===== config.mk =====
export PLATFORM = sky130hd
export DESIGN_NAME = div_share_arbiter
export DESIGN_NICKNAME = d
export VERILOG_FILES = /design/src/rtl/div_share_arbiter.sv
export SDC_FILE = /design/constraint.sdc
export NUM_CORES = 1
export LEC_CHECK = 0
export CORE_ASPECT_RATIO = 1.4
export CORE_MARGIN = 4
export CORE_UTILIZATION = 44
export DETAILED_ROUTE_END_ITERATION = 16
export GPL_TIMING_DRIVEN = 0
export PLACE_DENSITY = 0.8
export SYNTH_ARGS = -nofsm -noshare
export SYNTH_HDL_FRONTEND = slang
export SYNTH_SLANG_ARGS = --single-unit

===== constraint.sdc =====
create_clock -name clk -period 2.81 [get_ports clk]
set_clock_uncertainty 0.1 [all_clocks]
set_input_delay 0.281 -clock clk [delete_from_list [all_inputs] [get_ports clk]]
set_output_delay 0.281 -clock clk [all_outputs]
set_load 0.02 [all_outputs]

===== src/rtl/div_share_arbiter.sv =====
// div_share_arbiter: round-robin front end sharing one sequential 8-bit divider among NREQ clients.
// Optional macro DIV_ZERO_BYPASS_EN answers zero divisors locally without starting the divider.
module div_share_arbiter #(
  parameter int unsigned NREQ         = 4,
  parameter int unsigned IDW          = 2,
  parameter int unsigned BUSY_TIMEOUT = 4
) (
  input  logic              clk,
  input  logic              reset,
  input  logic [NREQ-1:0]   req,
  input  logic [NREQ*8-1:0] req_a,
  input  logic [NREQ*8-1:0] req_b,
  output logic [NREQ-1:0]   gnt,
  output logic              rsp_valid,
  output logic [IDW-1:0]    rsp_id,
  output logic [7:0]        rsp_q,
  output logic [7:0]        rsp_r,
  output logic              rsp_dz,
  output logic              div_start,
  output logic [7:0]        div_a,
  output logic [7:0]        div_b,
  input  logic              div_busy,
  input  logic [7:0]        div_out
);

  localparam int unsigned CNTW = $clog2(BUSY_TIMEOUT + 1);

  typedef enum logic [2:0] {
    S_IDLE,
    S_ISSUE,
    S_WAIT_BUSY,
    S_WAIT_DONE,
    S_CAP_Q,
    S_CAP_R,
    S_RESP
  } state_t;

  state_t          state, state_n;
  logic [IDW-1:0]  rr_ptr;
  logic [IDW-1:0]  wid;
  logic [IDW-1:0]  win;
  logic [IDW:0]    rr_idx;
  logic [NREQ-1:0] win_onehot;
  logic            found;
  logic            bypass;
  logic            load_q;
  logic            cnt_hit;
  logic [CNTW-1:0] cnt;
  logic [7:0]      qreg;
  logic [7:0]      rreg;
  logic [7:0]      slot_a [NREQ];
  logic [7:0]      slot_b [NREQ];

  for (genvar g = 0; g < NREQ; g++) begin : g_slot
    assign slot_a[g] = req_a[8*g +: 8];
    assign slot_b[g] = req_b[8*g +: 8];
  end

  // Scan from rr_ptr upward, wrapping at NREQ (which need not be a power of two).
  always_comb begin
    found      = 1'b0;
    win        = '0;
    rr_idx     = '0;
    win_onehot = '0;
    for (int unsigned k = 0; k < NREQ; k++) begin
      rr_idx = {1'b0, rr_ptr} + (IDW+1)'(k);
      if (rr_idx >= (IDW+1)'(NREQ)) rr_idx = rr_idx - (IDW+1)'(NREQ);
      if (!found && req[rr_idx[IDW-1:0]]) begin
        found = 1'b1;
        win   = rr_idx[IDW-1:0];
      end
    end
    win_onehot[win] = found;
  end

`ifdef DIV_ZERO_BYPASS_EN
  assign bypass = found && (slot_b[win] == 8'd0);
`else
  assign bypass = 1'b0;
`endif

  assign cnt_hit = (cnt + 1'b1) == CNTW'(BUSY_TIMEOUT);

  // The quotient is only on div_out during the cycle that decides to enter CAP_Q,
  // so qreg loads on that transition and the remainder loads while in CAP_Q.
  always_comb begin
    state_n = state;
    load_q  = 1'b0;
    case (state)
      S_IDLE: begin
        if (found) state_n = bypass ? S_RESP : S_ISSUE;
      end
      S_ISSUE: state_n = S_WAIT_BUSY;
      S_WAIT_BUSY: begin
        if (div_busy) begin
          state_n = S_WAIT_DONE;
        end else if (cnt_hit) begin
          state_n = S_CAP_Q;
          load_q  = 1'b1;
        end
      end
      S_WAIT_DONE: begin
        if (!div_busy) begin
          state_n = S_CAP_Q;
          load_q  = 1'b1;
        end
      end
      S_CAP_Q: state_n = S_CAP_R;
      S_CAP_R: state_n = S_RESP;
      S_RESP:  state_n = S_IDLE;
      default: state_n = S_IDLE;
    endcase
  end

  always_ff @(posedge clk or posedge reset) begin
    if (reset) state <= S_IDLE;
    else       state <= state_n;
  end

  always_ff @(posedge clk or posedge reset) begin
    if (reset) begin
      gnt       <= '0;
      div_start <= 1'b0;
      div_a     <= '0;
      div_b     <= '0;
      wid       <= '0;
      rr_ptr    <= '0;
      cnt       <= '0;
      qreg      <= '0;
      rreg      <= '0;
      rsp_valid <= 1'b0;
      rsp_id    <= '0;
      rsp_q     <= '0;
      rsp_r     <= '0;
    end else begin
      gnt       <= '0;
      div_start <= 1'b0;
      rsp_valid <= 1'b0;

      if (state == S_IDLE && found) begin
        gnt       <= win_onehot;
        div_a     <= slot_a[win];
        div_b     <= slot_b[win];
        wid       <= win;
        div_start <= !bypass;
        if (bypass) begin
          qreg <= '0;
          rreg <= '0;
        end
      end

      if (state == S_ISSUE)                       cnt <= '0;
      else if (state == S_WAIT_BUSY && !div_busy) cnt <= cnt + 1'b1;

      if (load_q)             qreg <= div_out;
      if (state == S_CAP_Q)   rreg <= div_out;

      if (state == S_RESP) begin
        rsp_valid <= 1'b1;
        rsp_q     <= qreg;
        rsp_r     <= rreg;
        rsp_id    <= wid;
        rr_ptr    <= (wid == IDW'(NREQ - 1)) ? '0 : wid + 1'b1;
      end
    end
  end

`ifdef DIV_ZERO_BYPASS_EN
  logic dz_flag;

  always_ff @(posedge clk or posedge reset) begin
    if (reset) begin
      dz_flag <= 1'b0;
      rsp_dz  <= 1'b0;
    end else begin
      if (state == S_IDLE && found) dz_flag <= bypass;
      if (state == S_RESP)          rsp_dz  <= dz_flag;
    end
  end
`else
  assign rsp_dz = 1'b0;
`endif

endmodule


# Word-level counts from Yosys, hierarchy flattened
# Cells that the tools add are included.
[word_totals]
input_bits = 79
out_inout_bits = 41
wordCells = 103
reg_bits = 66
[op_classes]
n_eq_ne = 11
add_sub_neg = 9
mux = 43
magnitude_cmp = 11
bitwise_logic = 2
n_reduce_logical = 13
[ops]
columns = ["cell", "n"]
rows = [
  ["$bmux W8 S2", 2],
  ["$mux W8", 4],
  ["$mux W2", 9],
  ["$mux W3", 6],
  ["$pmux W3 S6", 1],
  ["$lt A2 B3 Y1 const B", 5],
  ["$mux W1", 14],
  ["$eq A3 B3 Y1 const B", 4],
  ["$ge A3 B3 Y1 const B", 4],
  ["$bmux W1 S2", 4],
  ["$sub A2 B1 Y2 const B", 4],
  ["$add A2 B2 Y3 const B", 2],
  ["$eq A3 B2 Y1 const B", 2],
  ["$logic_and A1 B1 Y1", 6],
  ["$and A4 B4 Y4", 1],
  ["$logic_not A1 Y1", 4],
  ["$mux W4", 1],
  ["$ne A2 B2 Y1 const B", 2],
  ["$add A2 B1 Y3 const B", 1],
  ["$add A3 B1 Y3 const B", 1],
  ["$eq A3 B1 Y1 const B", 1],
  ["$ge A2 B3 Y1 const B", 1],
  ["$logic_not A3 Y1", 1],
  ["$ne A3 B3 Y1 const B", 1],
  ["8 further kinds", 8],
]

# Depth between registers and ports, before layout
# Gate-level depths: netlist (run 1).
[logic_depth]
depth_word = 20
mapped_depth = 7
ltp_nobuf = 5

# Least setup slack after synthesis (run 1)
# No wires, ideal clock.
[synth_timing]
path_type = "register -> register"
startpoint = "register rr_ptr[1]"
endpoint = "register div_a[7]"
t_arrival_ps = 1951
setup_time_ps = 126
period_less_slack_ps = 2177
t_required_ps = 2584
path_buffers = 2
stages_incl_launch_ff = 7
setup_slack_ps = 633
path_cell_list = "dfrtp_1 or4_4 and2_4 buf_6 buf_12 mux2_4 a221o_1"
[synth_between]
elab_chain_len = 18
elab_cells_between_ends = 42
cone_classes = "add/sub: 7; order compare: 4; mux: 23; bitwise: 1; reduce/logical: 7"
[synth_lines]
columns = ["element", "line", "rtl"]
rows = [
  ["start, declared", "39", "logic [IDW-1:0] rr_ptr;"],
  ["start signal, assigned", "163", "rr_ptr <= (wid == IDW'(NREQ - 1)) ? '0 : wid + 1'b1;"],
  ["parallel branches: the longest is 18 deep, another holds $add A2 B1 Y3", "n/a", ""],
  ["end signal, assigned", "142", "div_a <= slot_a[win];"],
  ["end, declared", "20", "output logic [7:0] div_a,"],
]
# Parallel ways; which one is timed is not known. The select of a mux whose other input is x is not followed.
# A chain may end at the register's enable or synchronous reset.

# Final worst setup path (run 1)
[layout_timing]
startpoint = "register state[0]"
endpoint = "register div_b[1]"
[layout_between]
elab_chain_len = 2
[layout_lines]
columns = ["element", "line", "rtl"]
rows = [
  ["start, declared", "38", "state_t state, state_n;"],
  ["start signal, assigned", "117", "else state <= state_n;"],
  ["$logic_not A3 Y1", "140", "if (state == S_IDLE && found) begin"],
  ["$logic_and A1 B1 Y1", "140", ""],
  ["end signal, assigned", "143", "div_b <= slot_b[win];"],
  ["end, declared", "21", "output logic [7:0] div_b,"],
]
# No other way between the ends.

==> results of run 1 <==
## cell usage after synthesis (all sizes together) (2+ instances only)
master   n
inv      5
or4      2
nor3     3
o21ai    5
ha       3
nand2   62
mux2    48
buf      6
a21o     3
a221o   16
and2    18
nor2b    4
nor2     6
nand2b   3
a22oi    2
a21oi    2
and3     2
clkbuf   9
dfrtp   66
## state kept, by name (all words and copies together), names as in the netlist, 3 cells and up
name / flops
gnt: 4
div_b: 8
cnt: 3
rsp_r: 8
div_a: 8
qreg: 8
state: 3
rsp_q: 8
rreg: 8
## kinds of logic (layout without fill, tap and decap cells)
group,Yosys count,after routing,share of synthesized area [%]
AND/OR/NAND/NOR,104,104,15.6
flip-flops,66,66,51.8
multiplexers,49,49,18.6
AO/OA/AOI/OAI,34,34,8.84
buffers and inverters,20,155,3.61
adder cells (fa/ha/maj),3,3,1.18
other,1,1,0.118
XOR/XNOR,1,1,0.275
## worst max-delay path, stage by stage (launching register included)
cell and delay [ns]:
sky130_fd_sc_hd__dfrtp_1 0.36, sky130_fd_sc_hd__clkbuf_1 0.20, sky130_fd_sc_hd__or4_1 0.59, sky130_fd_sc_hd__nor2_1 0.43
sky130_fd_sc_hd__clkbuf_1 0.42, sky130_fd_sc_hd__a221o_1 0.24
## area by class of cell
| class | count | share of cell area, % |
|---|---|---|
| Sequential cell | 66 | 35.2 |
| Multi-Input combinational cell | 192 | 30.2 |
| Timing Repair Buffer | 119 | 25.6 |
| Clock buffer | 11 | 2.80 |
| Tap cell | 95 | 2.53 |
| Buffer | 15 | 2.05 |
| Clock inverter | 5 | 1.15 |
| Inverter | 5 | 0.400 |
## through the flow
stage | setup WS [ns] | total power, mW
final | 0.400 | 4.78
after floorplan | 0.633 | 3.10
after global placement | -0.297 | 3.98
after CTS | 0.385 | 4.83
after global routing | 0.219 | 5.08
after detailed placement | 0.0641 | 4.06
## layer usage
metal	vias up	track usage [%]	routed length (um)
met2	101	32.2	3850
met3	5	7.44	725
met4	0	4.35	40
met5	-	0	0
li1	1223	-	-
met1	1183	20.6	3000
## power by group through the flow
stage	logic [mW]	registers, mW	clock network [mW]
after floorplan	1.18	1.92	0
after global placement	2.33	1.65	0
after detailed placement	2.39	1.67	0
after CTS	2.40	1.66	0.773
after global routing	2.55	1.72	0.815
final	2.36	1.66	0.759
## worst max-delay path by stage
| stage | from | end | slack (ns) |
|---|---|---|---|
| 2_1_floorplan | rr_ptr[1] | div_a[7] | 0.63 |
| 3_3_place_gp | reset | div_a[4] | -0.30 |
| 3_5_place_dp | req[1] | div_b[0] | 0.06 |
| 4_1_cts | state[0] | div_b[1] | 0.38 |
| 5_1_grt | state[0] | div_b[7] | 0.22 |
| 6_report | state[0] | div_b[1] | 0.40 |
==> flow_summary.toml, run 1 <==
[die]
start_util_pct = 45.3
core.rowCount = 36
core-area_mm2 = 0.00703
chipWidth_um = 79.9
dieHeight_um = 109
boundaryPins = 120
die_area_mm2 = 0.00868

[yosys]
synth_area_leaders = "sky130_fd_sc_hd__dfrtp_1, sky130_fd_sc_hd__mux2_2, sky130_fd_sc_hd__nand2_1"
syn_avg_cell_area_um2 = 11.5
synth-async-reset-ratio_pct = 100
synth_largest_area_cell = "sky130_fd_sc_hd__dfrtp_1"
synth.net_count = 360
synth_enable_flop_cells = 0
number_of_synthesized_register_bits = 66
post-synth-top-area-fraction_pct = 51.8
yosys.cell_types.count = 40
number_of_warning_messages_in_the_yosys_log = 0
synth_top_flop_cell = "sky130_fd_sc_hd__dfrtp_1"
synth_cells = 278
sequential_cell_area_fraction_in_the_yosys_report_pct = 51.8
post_synthesis_instance_area_mm2 = 0.00319

[layout]
multiInputGateArea_mm2 = 0.00142
most-common-layout-cells = "sky130_fd_sc_hd__clkdlybuf4s50_1, sky130_fd_sc_hd__dfrtp_1, sky130_fd_sc_hd__nand2_1"
drive_gt1_share_pct = 14.5
antennaDiodeCount = 0
utilization_pct = 66.8
final_area_mm2 = 0.00469
final_cells = 508
mostFrequentLayoutCell = "sky130_fd_sc_hd__clkdlybuf4s50_1"
regArea_mm2 = 0.00165
area.growth.synth_to_final_pct = 47.3
final_layout_fill_cell_count = 572
fin_nets = 490

[clocking]
clkTransAtPathRegs_ns = 0.07
cts_sinks = 66
postCtsResizedCells = 0
cts_setup_buffers = 0
ctsRootBufferMaster = "sky130_fd_sc_hd__clkbuf_8"
tritoncts = "done"
cts_buffers = 9
worst_skew_pair.late_latency_ns = 0.33
post_cts_hold_buffer_count = 0
cts_htree_levels = 3
cts_max_path_buffers = 2

[routing]
detail-route-antenna-nets = 0
drt_iter0_drc = 98
detail_route.drc_violations = 0
routed_wire_length_per_instance_um = 15.0
wl_um = 7620
detailedRoute.firstPassIterationCount = 4
detailroute.via_count = 2512
mean_number_of_vias_per_cell = 4.94

[timing]
max_slew_margin_pct = 13.8
hold-worst-slack_ns = 0.303
setup-tns-final_ns = 0
tightest_slew_ns = 1.29
final_min_period_over_clock_period_pct = 85.8
finalHoldViolCount = 0
maxSlewViolCount = 0
fmaxAchievable_mhz = 415
setup_repair_after_global_routing_missed_its_margin = "no"
min_period_ns = 2.41
final-setup-viol-count = 0

[worst_setup_path]
critPathKind = "register to register"
worstPathArrival_ns = 2.58
register_to_register_setup_slack_ns = 0.40
regToRegEndpoint = "div_b[1]"
worst_setup_path_end_kind = "register"
timing.rr.start = "state[0]"
worstPathRequired_ns = 2.98
startpoint_type = "register"
reg2regPathDepth = 5
crit_fanout = 10

[pwr]
clkPwrFrac_pct = 15.9
combPwrFrac_pct = 49.4
sw_frac_of_total_pct = 36.4
cell_internal_pwr_mw = 3.04
p_per_area_mw_per_mm2 = 1020
power.net_switching_mw = 1.74
vdd_drop_max_mv = 0.535
power_frac_seq_pct = 34.7
p_leak_nw = 2.14

[hold_path]
worst_hold_path_type = "input pin to async pin"

[grt]
globalRouteTotalUtil_pct = 18.3
grt_pass1_wl_um = 12300
grt_max_degree = 39
first_global_vias = 2581
antenna_violations_before_repair = 0
globalRouteOverflowTotal = 0

[place]
numPortBuffers = 118
gp_congestion = 0.820
placedInstanceArea_mm2 = 0.00451
detailed_place_hpwl_um = 5960
placed_cells = 492

[run_status]
outcome = "complete, no violations"

[job]
max-cap-violations = 0
No activity file was read; power rests on OpenSTA's default activity.
==> inputs of run 2 (changes only) <==
--- a/config.mk
+++ b/config.mk
@@ -5,12 +5,13 @@
 export SDC_FILE = /design/constraint.sdc
 export NUM_CORES = 1
 export LEC_CHECK = 0
-export CORE_ASPECT_RATIO = 1.4
+export CORE_ASPECT_RATIO = 0.9
 export CORE_MARGIN = 4
 export CORE_UTILIZATION = 44
 export DETAILED_ROUTE_END_ITERATION = 16
 export GPL_TIMING_DRIVEN = 0
 export PLACE_DENSITY = 0.8
+export REMOVE_ABC_BUFFERS = 1
 export SYNTH_ARGS = -nofsm -noshare
 export SYNTH_HDL_FRONTEND = slang
 export SYNTH_SLANG_ARGS = --single-unit
==> run 2 against run 1 <==
Against the previous run:
- setup slack improved by 0.027 ns
- maximum frequency increased by 1.1%
- worst hold slack improved by 0.050 ns
- critical path depth decreased by 1
- critical endpoint is now rsp_r[4]
==> flow_summary.toml, run 2 (synthesis results as in run 1) <==
[layout]
drive_gt1_share_pct = 13.9
area.growth.synth_to_final_pct = 44.4
antennaDiodeCount = 0
final_cells = 489
mostFrequentLayoutCell = "sky130_fd_sc_hd__clkdlybuf4s50_1"
most-common-layout-cells = "sky130_fd_sc_hd__clkdlybuf4s50_1, sky130_fd_sc_hd__dfrtp_1, sky130_fd_sc_hd__nand2_1"
fin_nets = 474

[worst_setup_path]
path_buf_inv = 1
cpMaxStageDelayCell = "sky130_fd_sc_hd__inv_1"
register_to_register_setup_slack_ns = 0.43
timing.rr.start = "state[0]"
critPathKind = "register to register"
crit_start = "state[0]"
crit_path_cell_trace = "nand3b_1 > inv_1 > nand2_1 > nand2_1"
largest_delay_share_family_worst_path = "simple AND/OR/NAND/NOR gates"
critPathMaxStageDelay_ns = 0.79
worstPathArrival_ns = 2.55
startpoint_type = "register"
worstPathRequired_ns = 2.98
critical-path-top-cell-by-count = "sky130_fd_sc_hd__nand2_1"
regToRegEndpoint = "rsp_r[4]"
reg2regPathDepth = 4
crit_fanout = 22
worst_setup_path_end_kind = "register"

[clocking]
worst_skew_pair.late_latency_ns = 0.34
cts_setup_buffers = 0
ctsRootBufferMaster = "sky130_fd_sc_hd__clkbuf_8"
cts_htree_levels = 3
clkTransAtPathRegs_ns = 0.07
post_cts_hold_buffer_count = 0
cts_buffers = 9
tritoncts = "done"
cts_max_path_buffers = 2
cts_sinks = 66

[timing]
final-setup-viol-count = 0
hold-worst-slack_ns = 0.353
fmaxAchievable_mhz = 420
setup_repair_after_global_routing_missed_its_margin = "no"
max_slew_margin_pct = 15.2
maxSlewViolCount = 0
tightest_slew_ns = 1.27
min_period_ns = 2.38
finalHoldViolCount = 0
final_min_period_over_clock_period_pct = 84.8

[die]
die_area_mm2 = 0.00867
dieHeight_um = 88.7
core-area_mm2 = 0.00704
start_util_pct = 45.3
boundaryPins = 120
chipWidth_um = 97.7
core.rowCount = 29

[hold_path]
worstHoldEndpoint = "rsp_r[6]"
worst_hold_path_type = "register to register"
holdCritStartpoint = "rreg[6]"
worstHoldPathCells = 2

[routing]
wl_um = 7810
detail-route-antenna-nets = 0
mean_number_of_vias_per_cell = 5.03
drt_iter0_drc = 81
top_signal_layer_used = "met4"
routedLengthMet1_um = 3260
met2_wirelength_um = 4210
detailroute.via_count = 2461
routed_wire_length_per_instance_um = 16.0
route.met3.wl_um = 253
detail_route.drc_violations = 0
detailedRoute.firstPassIterationCount = 4

[place]
numPortBuffers = 118
gp_congestion = 0.733
placed_cells = 474
detailed_place_hpwl_um = 5660

[grt]
globalRouteTotalUtil_pct = 18.7
antenna_violations_before_repair = 0
grt_pass1_wl_um = 12600
first_global_vias = 2531
globalRouteOverflowTotal = 0
grt_max_degree = 67

[pwr]
vdd_drop_max_mv = 0.649
p_per_area_mw_per_mm2 = 1030
p_leak_nw = 2.09

[job]
max-cap-violations = 0

[run_status]
outcome = "complete, no violations"
run 2: cell types whose count changed in the layout (fill, tap and decap cells not counted), sizes merged:
cell | before | now
buf | 7 | 0
clkbuf | 20 | 13
inv | 6 | 5
clkinv | 3 | 1
run 2: what timing repair did:
item / CTS / global route
pin swaps: 0 / 0
setup endpoints to repair: 16 / 3
gates cloned: 0 / 0
gates resized for setup: 1 / 1
run 2: cell type report:
type | count | area, um2
sequential | 66 | 1650
clock buffer | 13 | 169
inverter | 5 | 21.3
clock inverter | 2 | 35.0
multi-input combinational | 192 | 1430
fill | 561 | 2440
tap | 93 | 116
timing repair buffer | 118 | 1180
run 2: power breakdown:
group,switching (mW),internal [mW]
clock,0.337,0.477
combinational,1.07,1.17
sequential,0.266,1.39
run 2: how the worst max path moves through the flow:
stage / end / slack, ns / cells after the start
floorplan: div_a[0] / 0.63 / 3
global placement: div_a[0] / -0.41 / 5
detailed placement: div_b[2] / -0.48 / 5
CTS: div_b[7] / 0.13 / 6
global route: rsp_q[0] / 0.17 / 4
finish: rsp_r[4] / 0.43 / 4
run 2: per-layer routing:
layer  global-route usage [%]  vias up
met5                        0        -
met4                     5.28        0
met1                     22.4     1220
li1                         -     1193
met3                     4.49        6
met2                     34.0       42
run 2: stage by stage:
stage	setup slack, ns	TNS, ns	power, mW	util, %	area [um2]
global route	0.167	0	5.02	65.3	4600
CTS	0.129	0	4.77	65.3	4600
floorplan	0.627	0	3.00	-	3090
detailed placement	-0.479	-7.35	3.93	62.4	4390
global placement	-0.412	-32.70	3.86	62.3	4390
finish	0.427	0	4.72	65.3	4600
run 2: worst reg2reg max path: stages, from the launching register on:
cell                       delay, ns
sky130_fd_sc_hd__dfrtp_1        0.47
sky130_fd_sc_hd__nand3b_1       0.74
sky130_fd_sc_hd__inv_1          0.80
sky130_fd_sc_hd__nand2_1        0.13
sky130_fd_sc_hd__nand2_1        0.08
==> inputs of run 3 (changes only) <==
==> constraint.sdc (replaced) <==
create_clock -name clk -period 2.2 [get_ports clk]
set_clock_uncertainty 0.1 [all_clocks]
set_input_delay 0.22 -clock clk [delete_from_list [all_inputs] [get_ports clk]]
set_output_delay 0.22 -clock clk [all_outputs]
set_load 0.02 [all_outputs]
==> run 3 against run 2 <==
Against the previous run:
- sequential power grew 29%
- non-clock buffer count is the same
- sequential share of layout area shrank 0.42 points
- core utilization grew 0.82 points
- clock-buffer cell count is the same
- worst hold slack lost 0.058 ns
- flip-flop and latch count is the same
- cell count grew 0.82%
- register-to-register slack lost 0.38 ns
==> flow_summary.toml, run 3 (synthesis results as in run 1) <==
[clocking]
cts_htree_levels = 3
cts_setup_buffers = 0
clkTransAtPathRegs_ns = 0.06
cts_buffers = 9
tritoncts = "done"
cts_sinks = 66
worst_skew_pair.late_latency_ns = 0.34
cts_max_path_buffers = 2
ctsRootBufferMaster = "sky130_fd_sc_hd__clkbuf_8"

[layout]
area.growth.synth_to_final_pct = 46.2
most-common-layout-cells = "sky130_fd_sc_hd__clkdlybuf4s50_1, sky130_fd_sc_hd__dfrtp_1, sky130_fd_sc_hd__nand2_1"
utilization_pct = 66.2
antennaDiodeCount = 0
fin_nets = 478
drive_gt1_share_pct = 15.5
mostFrequentLayoutCell = "sky130_fd_sc_hd__clkdlybuf4s50_1"

[routing]
wl_um = 8340
detailroute.via_count = 2505
detailedRoute.firstPassIterationCount = 4
drt_iter0_drc = 88
routed_wire_length_per_instance_um = 16.9
detail-route-antenna-nets = 0
detail_route.drc_violations = 0
mean_number_of_vias_per_cell = 5.08

[grt]
grt_max_degree = 67
grt_pass1_wl_um = 13300
globalRouteOverflowTotal = 0
globalRouteTotalUtil_pct = 19.8
first_global_vias = 2599
antenna_violations_before_repair = 0

[pwr]
total_power_mw = 6.15
power_frac_seq_pct = 34.8
vdd_drop_max_mv = 0.808
power.net_switching_mw = 2.23
cell_internal_pwr_mw = 3.92
clkPwrFrac_pct = 16.9
combPwrFrac_pct = 48.3
p_leak_nw = 2.11
sw_frac_of_total_pct = 36.3
p_per_area_mw_per_mm2 = 1320

[timing]
max_slew_margin_pct = 47.4
final_min_period_over_clock_period_pct = 98.9
min_period_ns = 2.17
fmaxAchievable_mhz = 460
setup_repair_after_global_routing_missed_its_margin = "no"
tightest_slew_ns = 0.788
finalHoldViolCount = 0
final-setup-viol-count = 0
final_worst_path_setup_slack_ns = 0.0250
maxSlewViolCount = 0
setup-tns-final_ns = 0

[worst_setup_path]
worstPathRequired_ns = 2.31
critPathKind = "input pin to register"
startpoint_type = "input pin"
cpMaxStageDelayCell = "sky130_fd_sc_hd__or4_4"
critPathMaxStageDelay_ns = 0.52
worst_setup_path_end_kind = "register"
crit_fanout = 9
worstPathArrival_ns = 2.29
crit_path_cell_trace = "clkdlybuf4s50_1 > nor2b_1 > or4_4 > and2_4 > mux2_4 > a221o_1"

[place]
detailed_place_hpwl_um = 5660
gp_congestion = 0.733
place_worst_setup_slack_ns = -1.03
numPortBuffers = 118

[die]
boundaryPins = 120
core-area_mm2 = 0.00704
dieHeight_um = 88.7
core.rowCount = 29
start_util_pct = 45.3
die_area_mm2 = 0.00867
chipWidth_um = 97.7

[job]
max-cap-violations = 0

[run_status]
outcome = "complete, no violations"

[hold_path]
worst_hold_path_type = "input pin to async pin"
run 3: changes by cell type in the layout (fill, tap and decap cells not counted), sizes merged:
cell,before,now
dlymetal6s2s,0,1
clkdlybuf4s50,118,116
dlygate4sd2,0,1
inv,5,4
clkinvlp,0,2
nand3b,1,2
and2,18,20
run 3: routing by layer:
layer  routed length [um]  GRT usage, %
met1                 3540          24.4
met4                  103          5.79
met2                 4400          35.4
met3                  296          4.49
met5                    0             0
run 3: worst paths after layout:
check | slack (ns) | cells after the start | to | from
hold / removal | 0.30 | 2 | rreg[2] | reset
max in group asynchronous | 1.15 | 2 | state[0] | reset
setup / recovery | 0.03 | 6 | div_b[0] | req[0]
hold reg to reg | 0.35 | 2 | rsp_r[6] | rreg[6]
setup reg to reg | 0.05 | 4 | div_b[0] | rr_ptr[1]
min in group clk | 0.35 | 2 | rsp_r[6] | rreg[6]
run 3: cell type report:
class                   count  area [um2]
inverters                   5        25.0
multi-input cells         195        1470
clock buffers              13         169
clock inverters             2        35.0
repair buffers            118        1180
flip-flops and latches     66        1650
repair inverters            1        7.51
fillers                   552        2380
well taps                  93         116
run 3: through the flow:
stage	instance area [um2]	hold slack [ns]	instances
floorplan	3090	0.251	263
global placement	4390	0.347	474
detailed placement	4390	0.348	474
CTS	4640	0.316	492
global route	4660	0.364	493
finish	4660	0.296	493
run 3: power by group through the flow:
stage / Clock [mW] / Combinational, mW / Sequential (mW)
global route: 1.12 / 3.20 / 2.21
floorplan: 0 / 1.36 / 2.47
CTS: 1.07 / 3.00 / 2.13
detailed placement: 0 / 2.88 / 2.13
global placement: 0 / 2.83 / 2.11
finish: 1.04 / 2.97 / 2.14
run 3: repair_timing:
action,in CTS,in global routing
gates cloned,3,1
endpoints found under the setup margin,46,32
gates resized for setup,10,4
hold buffers,0,0
run 3: critical path, delay by kind of cell:
family                 cells  cell delay [ns]
AO/OA/AOI/OAI              1             0.36
multiplexers               1             0.32
buffers and inverters      1             0.47
AND/OR/NAND/NOR            3             0.92
